===== config.mk =====
export PLATFORM = sky130hd
export DESIGN_NAME = rf_read_port_arbiter
export DESIGN_NICKNAME = d
export VERILOG_FILES = /design/src/rtl/rf_read_port_arbiter.sv
export SDC_FILE = /design/constraint.sdc
export NUM_CORES = 1
export LEC_CHECK = 0
export ABC_CLOCK_PERIOD_IN_PS = 8500
export CORE_ASPECT_RATIO = 0.7
export CORE_MARGIN = 1
export CORE_UTILIZATION = 40
export DETAILED_ROUTE_END_ITERATION = 10
export DONT_BUFFER_PORTS = 1
export MAX_ROUTING_LAYER = met4
export PLACE_DENSITY = 0.62
export SLEW_MARGIN = 30
export SYNTH_ARGS = -nofsm -noshare
export SYNTH_HDL_FRONTEND = slang
export SYNTH_SLANG_ARGS = --single-unit

===== constraint.sdc =====
create_clock -name clk -period 8.5 [get_ports clk]
set_input_delay 2.125 -clock clk [delete_from_list [all_inputs] [get_ports clk]]
set_output_delay 2.125 -clock clk [all_outputs]
set_load 0.05 [all_outputs]

===== src/rtl/rf_read_port_arbiter.sv =====
// rf_read_port_arbiter: round-robin sharing of the single 32x32 register read mux.
// Stage 1 registers the mux select and request tag; stage 2 captures mux_out
// one cycle later and presents it, tagged with the requester id, on a
// valid/ready response port. Two reads can be outstanding during a stall.
module rf_read_port_arbiter #(
    parameter int NUM_REQ = 4,
    parameter int ID_W    = 2,
    parameter int ZERO_R0 = 1
) (
    input  logic                 clk,
    input  logic                 rst,
    input  logic [NUM_REQ-1:0]   req_valid,
    input  logic [NUM_REQ*5-1:0] req_addr,
    output logic [NUM_REQ-1:0]   req_ready,
    output logic [4:0]           mux_sel,
    input  logic [31:0]          mux_out,
    output logic                 rsp_valid,
    input  logic                 rsp_ready,
    output logic [ID_W-1:0]      rsp_id,
    output logic [31:0]          rsp_data
);

    logic            s1_v;
    logic [ID_W-1:0] s1_id;
    logic            s1_zero;
    logic [ID_W-1:0] last_grant;

    logic            adv1;
    logic            adv2;
    logic            found;
    logic            accept;
    logic [ID_W-1:0] win;
    logic [4:0]      win_addr;
    int              best;

    // Stage 2 can take new data when empty or being drained; stage 1 likewise.
    assign adv2   = !rsp_valid || rsp_ready;
    assign adv1   = !s1_v || adv2;
    assign found  = (best < NUM_REQ);
    assign accept = found && adv1;

    // Pick the valid requester closest after last_grant in circular order.
    always_comb begin
        best = NUM_REQ;
        win  = '0;
        for (int j = 0; j < NUM_REQ; j++) begin
            if (req_valid[j] &&
                (((j + NUM_REQ - 1 - int'(last_grant)) % NUM_REQ) < best)) begin
                best = (j + NUM_REQ - 1 - int'(last_grant)) % NUM_REQ;
                win  = ID_W'(j);
            end
        end
    end

    // Select the winner's address and drive the one-hot grant, held off during reset.
    always_comb begin
        win_addr  = '0;
        req_ready = '0;
        for (int j = 0; j < NUM_REQ; j++) begin
            if (win == ID_W'(j)) begin
                win_addr     = req_addr[j*5 +: 5];
                req_ready[j] = found && adv1 && !rst;
            end
        end
    end

    // Stage 1: latch the granted address into the mux select and remember who asked.
    always_ff @(posedge clk or posedge rst) begin
        if (rst) begin
            mux_sel    <= '0;
            s1_v       <= 1'b0;
            s1_id      <= '0;
            s1_zero    <= 1'b0;
            last_grant <= ID_W'(NUM_REQ - 1);
        end else if (adv1) begin
            if (accept) begin
                mux_sel    <= win_addr;
                s1_v       <= 1'b1;
                s1_id      <= win;
                s1_zero    <= (ZERO_R0 != 0) && (win_addr == 5'd0);
                last_grant <= win;
            end else begin
                s1_v <= 1'b0;
            end
        end
    end

    // Stage 2: capture the mux output for the read sitting in stage 1.
    always_ff @(posedge clk or posedge rst) begin
        if (rst) begin
            rsp_valid <= 1'b0;
            rsp_id    <= '0;
            rsp_data  <= '0;
        end else if (adv2) begin
            if (s1_v) begin
                rsp_valid <= 1'b1;
                rsp_id    <= s1_id;
                rsp_data  <= s1_zero ? 32'h0 : mux_out;
            end else begin
                rsp_valid <= 1'b0;
            end
        end
    end

endmodule


==> impl_metrics.toml, run 1 <==
[global_routing]
track_usage = 0.168
grt_max_degree = 67
antenna_found_initial = 0
grt_pass1_vias = 1560
grt_pass1_wl_um = 7510
grt-ovfl-total = 0

[route]
drtIter0Drc = 67
drc = 0
routed_via_density = 5.10
wl_um = 4570
ant_nets = 0
via_count = 1602
drt_pre_antenna_iters = 4
wl_per_cell_um = 14.6

[place]
hpwl_um = 3260
port-buffer-count = 0
dp_slack_ps = 598
gp_congestion = 0.802

[floorplan]
io_pins = 103
rows = 22
die_w_um = 91.4
die_area_sq_mm = 0.00590
initial_core_util = 0.421
core-area_sq_mm = 0.00531
die_y_um = 64.6

[sta]
fin_crit_ps = 7890
skew_ps = 5.01
worst_pin_slew_ps = 826
setup_ws_ps = 607
slew_headroom = 0.449
finalHoldViolations = 0
rsz0062_at_grt = "false"
setup_tns_ps = 0
setup_violations = 0
fmaxAchievable_mhz = 127
finalMaxSlewViolations = 0
period_share = 0.929

[layout]
register_area_sq_mm = 0.00115
multiInputGateArea_sq_mm = 0.00103
antenna_cells = 0
nFillCells = 518
final_nets = 303
layout_commonest_cell = "nand2_1"
final_cell_mix = "46 x nand2_1, 44 x dfrtp_1, 37 x nand2b_1, 35 x o21ai_0, 13 x nor2_1"
area_delta_synth_final_pct = 8.39
drive_gt1_frac = 0.112
final_util = 0.456

[critical_path]
required_ps = 6380
crit_type = "in -> out"
crit_path_start_kind = "input pin"
cp_data_arrival_time_ps = 5770
endpoint_kind = "output pin"
critPathMaxFanout = 9

[cts]
clockBufferDepth = 2
cts_root_buf = "clkbuf_8"
clk_pin_slew_ps = 80
cts_tree = "built"
postCtsSetupRepairBufs = 0
hold_buffers = 0
numCtsBuffers = 5
clock_latency_ps = 290
cts_resized = 0
h-tree-depth = 2
cts_sinks = 46

[yosys]
synth_mux_area_frac = 0.0576
ys_seq_area_frac = 0.516
synth-simple-area-share = 0.234
synth_top_family_by_area = "simple AND/OR/NAND/NOR gates"
ys_warn_count = 0
synth_cell_types = 35
synth-xor-area-share = 0.00391
synth_seq_cells = 46
syn-num-nets = 302
synth_compound_area_frac = 0.144
yosys.area_share.adder = 0.0168
synth_cells = 240
syn_area_per_cell_sq_um = 9.32
syn-cell-area_sq_mm = 0.00224

[power_and_ir_drop]
combPwrFrac = 0.308
cell_internal_pwr_uw = 481
p_sw_uw = 457
clockPowerShare = 0.144
irDropWorstVdd_v = 0.000206
power_density_mw_per_mm2 = 387
power_frac_seq = 0.548
switching_share = 0.487
total_leakage_power_nw = 1.07
finalPower_uw = 938

[status]
status = "complete, no violations"

[worst_hold_path]
hp-class = "reg -> reg"

[run]
cap_violations = 0
[area by class of cell]
cell class | instances | area share
clock buffer | 7 | 0.0356
tap | 72 | 0.0372
clock inverter | 1 | 0.00206
inverter | 4 | 0.00619
sequential | 46 | 0.476
multi-input combinational | 178 | 0.425
timing repair buffer | 6 | 0.0186
[cells by family (layout without fill, tap and decap cells)]
group                      after synthesis  in the layout
xor gates and xnor gates                 1              1
and+or+nand+nor                        107            107
buffers and inverters                   16             18
DFF                                     46             46
AOI/OAI and AO/OA                       55             55
adders and majority gates                3              3
muxes                                   12             12
[routing by layer]
metal  part of all wire  global-route usage  vias up
li1                   -                   -      802
met1               0.48               0.226      721
met2               0.42               0.240       73
met3              0.086              0.0587        6
met4              0.010              0.0456        0
met5                  0                   -        -
[power groups by stage]
stage	Clock (mW)	Sequential, mW	Combinational (mW)
3_5_place_dp	0	0.520	0.291
4_1_cts	0.142	0.516	0.292
3_3_place_gp	0	0.520	0.281
6_report	0.135	0.514	0.289
2_1_floorplan	0	0.494	0.251
5_1_grt	0.151	0.524	0.332
[synthesized netlist by cell type (all sizes together)]
cell type  instances  area share
nand2             47       0.079
dfrtp             44        0.49
nand2b            37        0.10
o21ai             36       0.082
nor2              13       0.022
clkbuf             9       0.015
mux2               7       0.035
a21oi              6       0.015
mux2i              5       0.022
a31oi              4       0.011
inv                4      0.0067
buf                3      0.0056
ha                 3       0.017
and2               2      0.0056
dfstp              2       0.023
o21a               2      0.0067
o31ai              2      0.0089
or2                2      0.0056
a211oi             1      0.0056
a311o              1      0.0045
and3               1      0.0028
and4bb             1      0.0056
nand4              1      0.0028
nor2b              1      0.0028
nor3               1      0.0022
nor4               1      0.0028
o211ai             1      0.0034
o22ai              1      0.0028
o32ai              1      0.0039
xor2               1      0.0039
[per-stage QoR]
stage,hold WS (ps),std cells,cell area [sq um]
floorplan,460,240,2240
global placement,477,306,2330
detailed placement,490,306,2330
CTS,509,314,2420
global route,524,314,2420
finish,513,314,2420
[path summary, 6_finish.rpt]
| kind | startpoint | end | slack [ps] | depth (start not counted) |
|---|---|---|---|---|
| setup / recovery | req_valid[0] | req_ready[1] | 610 | 19 |
| hold / removal | s1_id[1] | s1_id[1] | 510 | 1 |
| setup reg to reg | last_grant[0] | s1_zero | 4030 | 17 |
| hold reg to reg | s1_id[1] | s1_id[1] | 510 | 1 |
| max in group asynchronous | rst | rsp_data[9] | 6210 | 2 |
| min in group asynchronous | rst | rsp_data[23] | 1870 | 2 |
[registers in the layout (all words and copies together), names as in the netlist]
name        flops
s1_v            1
s1_id           2
rsp_data       32
s1_zero         1
mux_sel         5
last_grant      2
rsp_id          2
rsp_valid       1
[worst max-delay path: stages]
cell and delay, ps:
nand2_1 50, ha_1 310, a21oi_2 60, o21ai_2 360
nand2_1 90, o21ai_0 130, ha_1 220, nand2b_1 140
nor2_1 60, o31ai_2 310, mux2_2 370, ha_1 270
o32ai_1 70, a311o_1 330, nand2_1 200, and2_1 220
nand2_1 100, nor2_1 150, buf_4 210
(Power assumes the default switching activity.)
==> inputs of run 2 (changes only) <==
--- a/config.mk
+++ b/config.mk
@@ -5,7 +5,7 @@
 export SDC_FILE = /design/constraint.sdc
 export NUM_CORES = 1
 export LEC_CHECK = 0
-export ABC_CLOCK_PERIOD_IN_PS = 8500
+export ABC_CLOCK_PERIOD_IN_PS = 9800
 export CORE_ASPECT_RATIO = 0.7
 export CORE_MARGIN = 1
 export CORE_UTILIZATION = 40
==> constraint.sdc (replaced) <==
create_clock -name clk -period 9.8 [get_ports clk]
set_input_delay 2.45 -clock clk [delete_from_list [all_inputs] [get_ports clk]]
set_output_delay 2.45 -clock clk [all_outputs]
set_load 0.05 [all_outputs]
==> impl_metrics.toml, run 2 (same netlist as run 1, synthesis figures left out) <==
[status]
status = "complete, no violations"

[cts]
h-tree-depth = 2
clk_pin_slew_ps = 80
hold_buffers = 0
clock_latency_ps = 290
cts_sinks = 46
postCtsSetupRepairBufs = 0
cts_root_buf = "clkbuf_8"
cts_resized = 0
clockBufferDepth = 2
cts_tree = "built"
numCtsBuffers = 5

[sta]
worst_pin_slew_ps = 844
skew_ps = 6.21
setup_tns_ps = 0
period_share = 0.888
fin_crit_ps = 8710
fmaxAchievable_mhz = 115
slew_headroom = 0.438
rsz0062_at_grt = "false"
finalHoldViolations = 0
whs_ps = 494
setup_violations = 0
finalMaxSlewViolations = 0

[route]
wl_per_cell_um = 14.6
via_count = 1613
drc = 0
routed_via_density = 5.14
drtIter0Drc = 52
drt_pre_antenna_iters = 4
wl_um = 4600
ant_nets = 0

[floorplan]
initial_core_util = 0.421
die_area_sq_mm = 0.00590
core-area_sq_mm = 0.00531
rows = 22
die_y_um = 64.6
io_pins = 103
die_w_um = 91.4

[place]
gp_congestion = 0.794
hpwl_um = 3310
port-buffer-count = 0

[critical_path]
crit_type = "in -> out"
endpoint_kind = "output pin"
cp_common_cell = "nand2_1"
critPathMaxFanout = 13
cp_top_family = "compound AO/OA/AOI/OAI gates"
worstPathCellList = "nand2_1 -> ha_1 -> a21oi_2 -> o21ai_2 -> nand2_1 -> o21ai_0 -> ha_1 -> nand2b_1 -> nor2_1 -> o31ai_2 -> buf_4 -> mux2_2 -> ha_1 -> o32ai_1 -> a311o_1 -> nand2_1 -> and2_1 -> nand2_1 -> nor2_1 -> buf_4"
required_ps = 7350
slowest_stage = "o21ai_2"
crit_path_start_kind = "input pin"
cpPeakStageDelay_ps = 370
cp_data_arrival_time_ps = 6260
cp_num_buf_inv = 2

[layout]
reg.largest.list = "rsp_data x32, mux_sel x5"
final_cell_mix = "46 x nand2_1, 44 x dfrtp_1, 37 x nand2b_1, 35 x o21ai_0, 13 x nor2_1"
area_delta_synth_final_pct = 8.39
drive_gt1_frac = 0.112
final_nets = 303
largest_register_ffs = 32
antenna_cells = 0
register_area_sq_mm = 0.00115
layout_commonest_cell = "nand2_1"
nFillCells = 529
multiInputGateArea_sq_mm = 0.00103
largest_register = "rsp_data"

[run]
cap_violations = 0

[power_and_ir_drop]
power_density_mw_per_mm2 = 336
power_frac_seq = 0.547
total_leakage_power_nw = 1.07
p_sw_uw = 397
switching_share = 0.488
clockPowerShare = 0.144
cell_internal_pwr_uw = 418
finalPower_uw = 815
irDropWorstVdd_v = 0.000156
combPwrFrac = 0.308

[worst_hold_path]
hp-class = "reg -> reg"

[global_routing]
track_usage = 0.172
antenna_found_initial = 0
grt_pass1_vias = 1618
grt-ovfl-total = 0
grt_max_degree = 67
grt_pass1_wl_um = 7650
-- run 2: layer usage --
layer | vias to the layer above | GRT usage | share of wire
met1 | 736 | 0.216 | 0.46
met4 | 0 | 0.0357 | 0.0067
met2 | 73 | 0.258 | 0.44
li1 | 800 | - | -
met5 | - | - | 0
met3 | 4 | 0.0763 | 0.095
-- run 2: final timing paths --
path,from,end,cells past startpoint,slack [ps]
setup / recovery,req_valid[0],req_ready[1],20,1090
hold / removal,s1_id[1],s1_id[1],1,490
setup reg to reg,last_grant[0],s1_zero,18,5230
hold reg to reg,s1_id[1],s1_id[1],1,490
max in group asynchronous,rst,rsp_data[13],2,7190
min in group asynchronous,rst,rsp_data[15],2,2190
-- run 2: power groups by stage --
| stage | combinational (mW) | clock, mW | sequential (mW) |
|---|---|---|---|
| floorplan | 0.217 | 0 | 0.429 |
| global placement | 0.244 | 0 | 0.451 |
| detailed placement | 0.254 | 0 | 0.451 |
| CTS | 0.254 | 0.122 | 0.447 |
| global route | 0.287 | 0.132 | 0.455 |
| finish | 0.251 | 0.118 | 0.446 |
-- run 2: final cells by class --
| cell class | count | area share |
|---|---|---|
| Sequential cell | 46 | 0.476 |
| Multi-Input combinational cell | 178 | 0.425 |
| Tap cell | 72 | 0.0372 |
| Clock buffer | 7 | 0.0356 |
| Timing Repair Buffer | 6 | 0.0186 |
| Inverter | 4 | 0.00619 |
| Clock inverter | 1 | 0.00206 |
-- run 2: per-stage QoR --
step	cell area, sq um	util	worst slack, ps	cells
2_1_floorplan	2240	-	934	240
3_3_place_gp	2330	0.438	1290	306
3_5_place_dp	2330	0.438	1080	306
4_1_cts	2420	0.455	1080	314
5_1_grt	2420	0.456	774	314
6_report	2420	0.456	1090	314
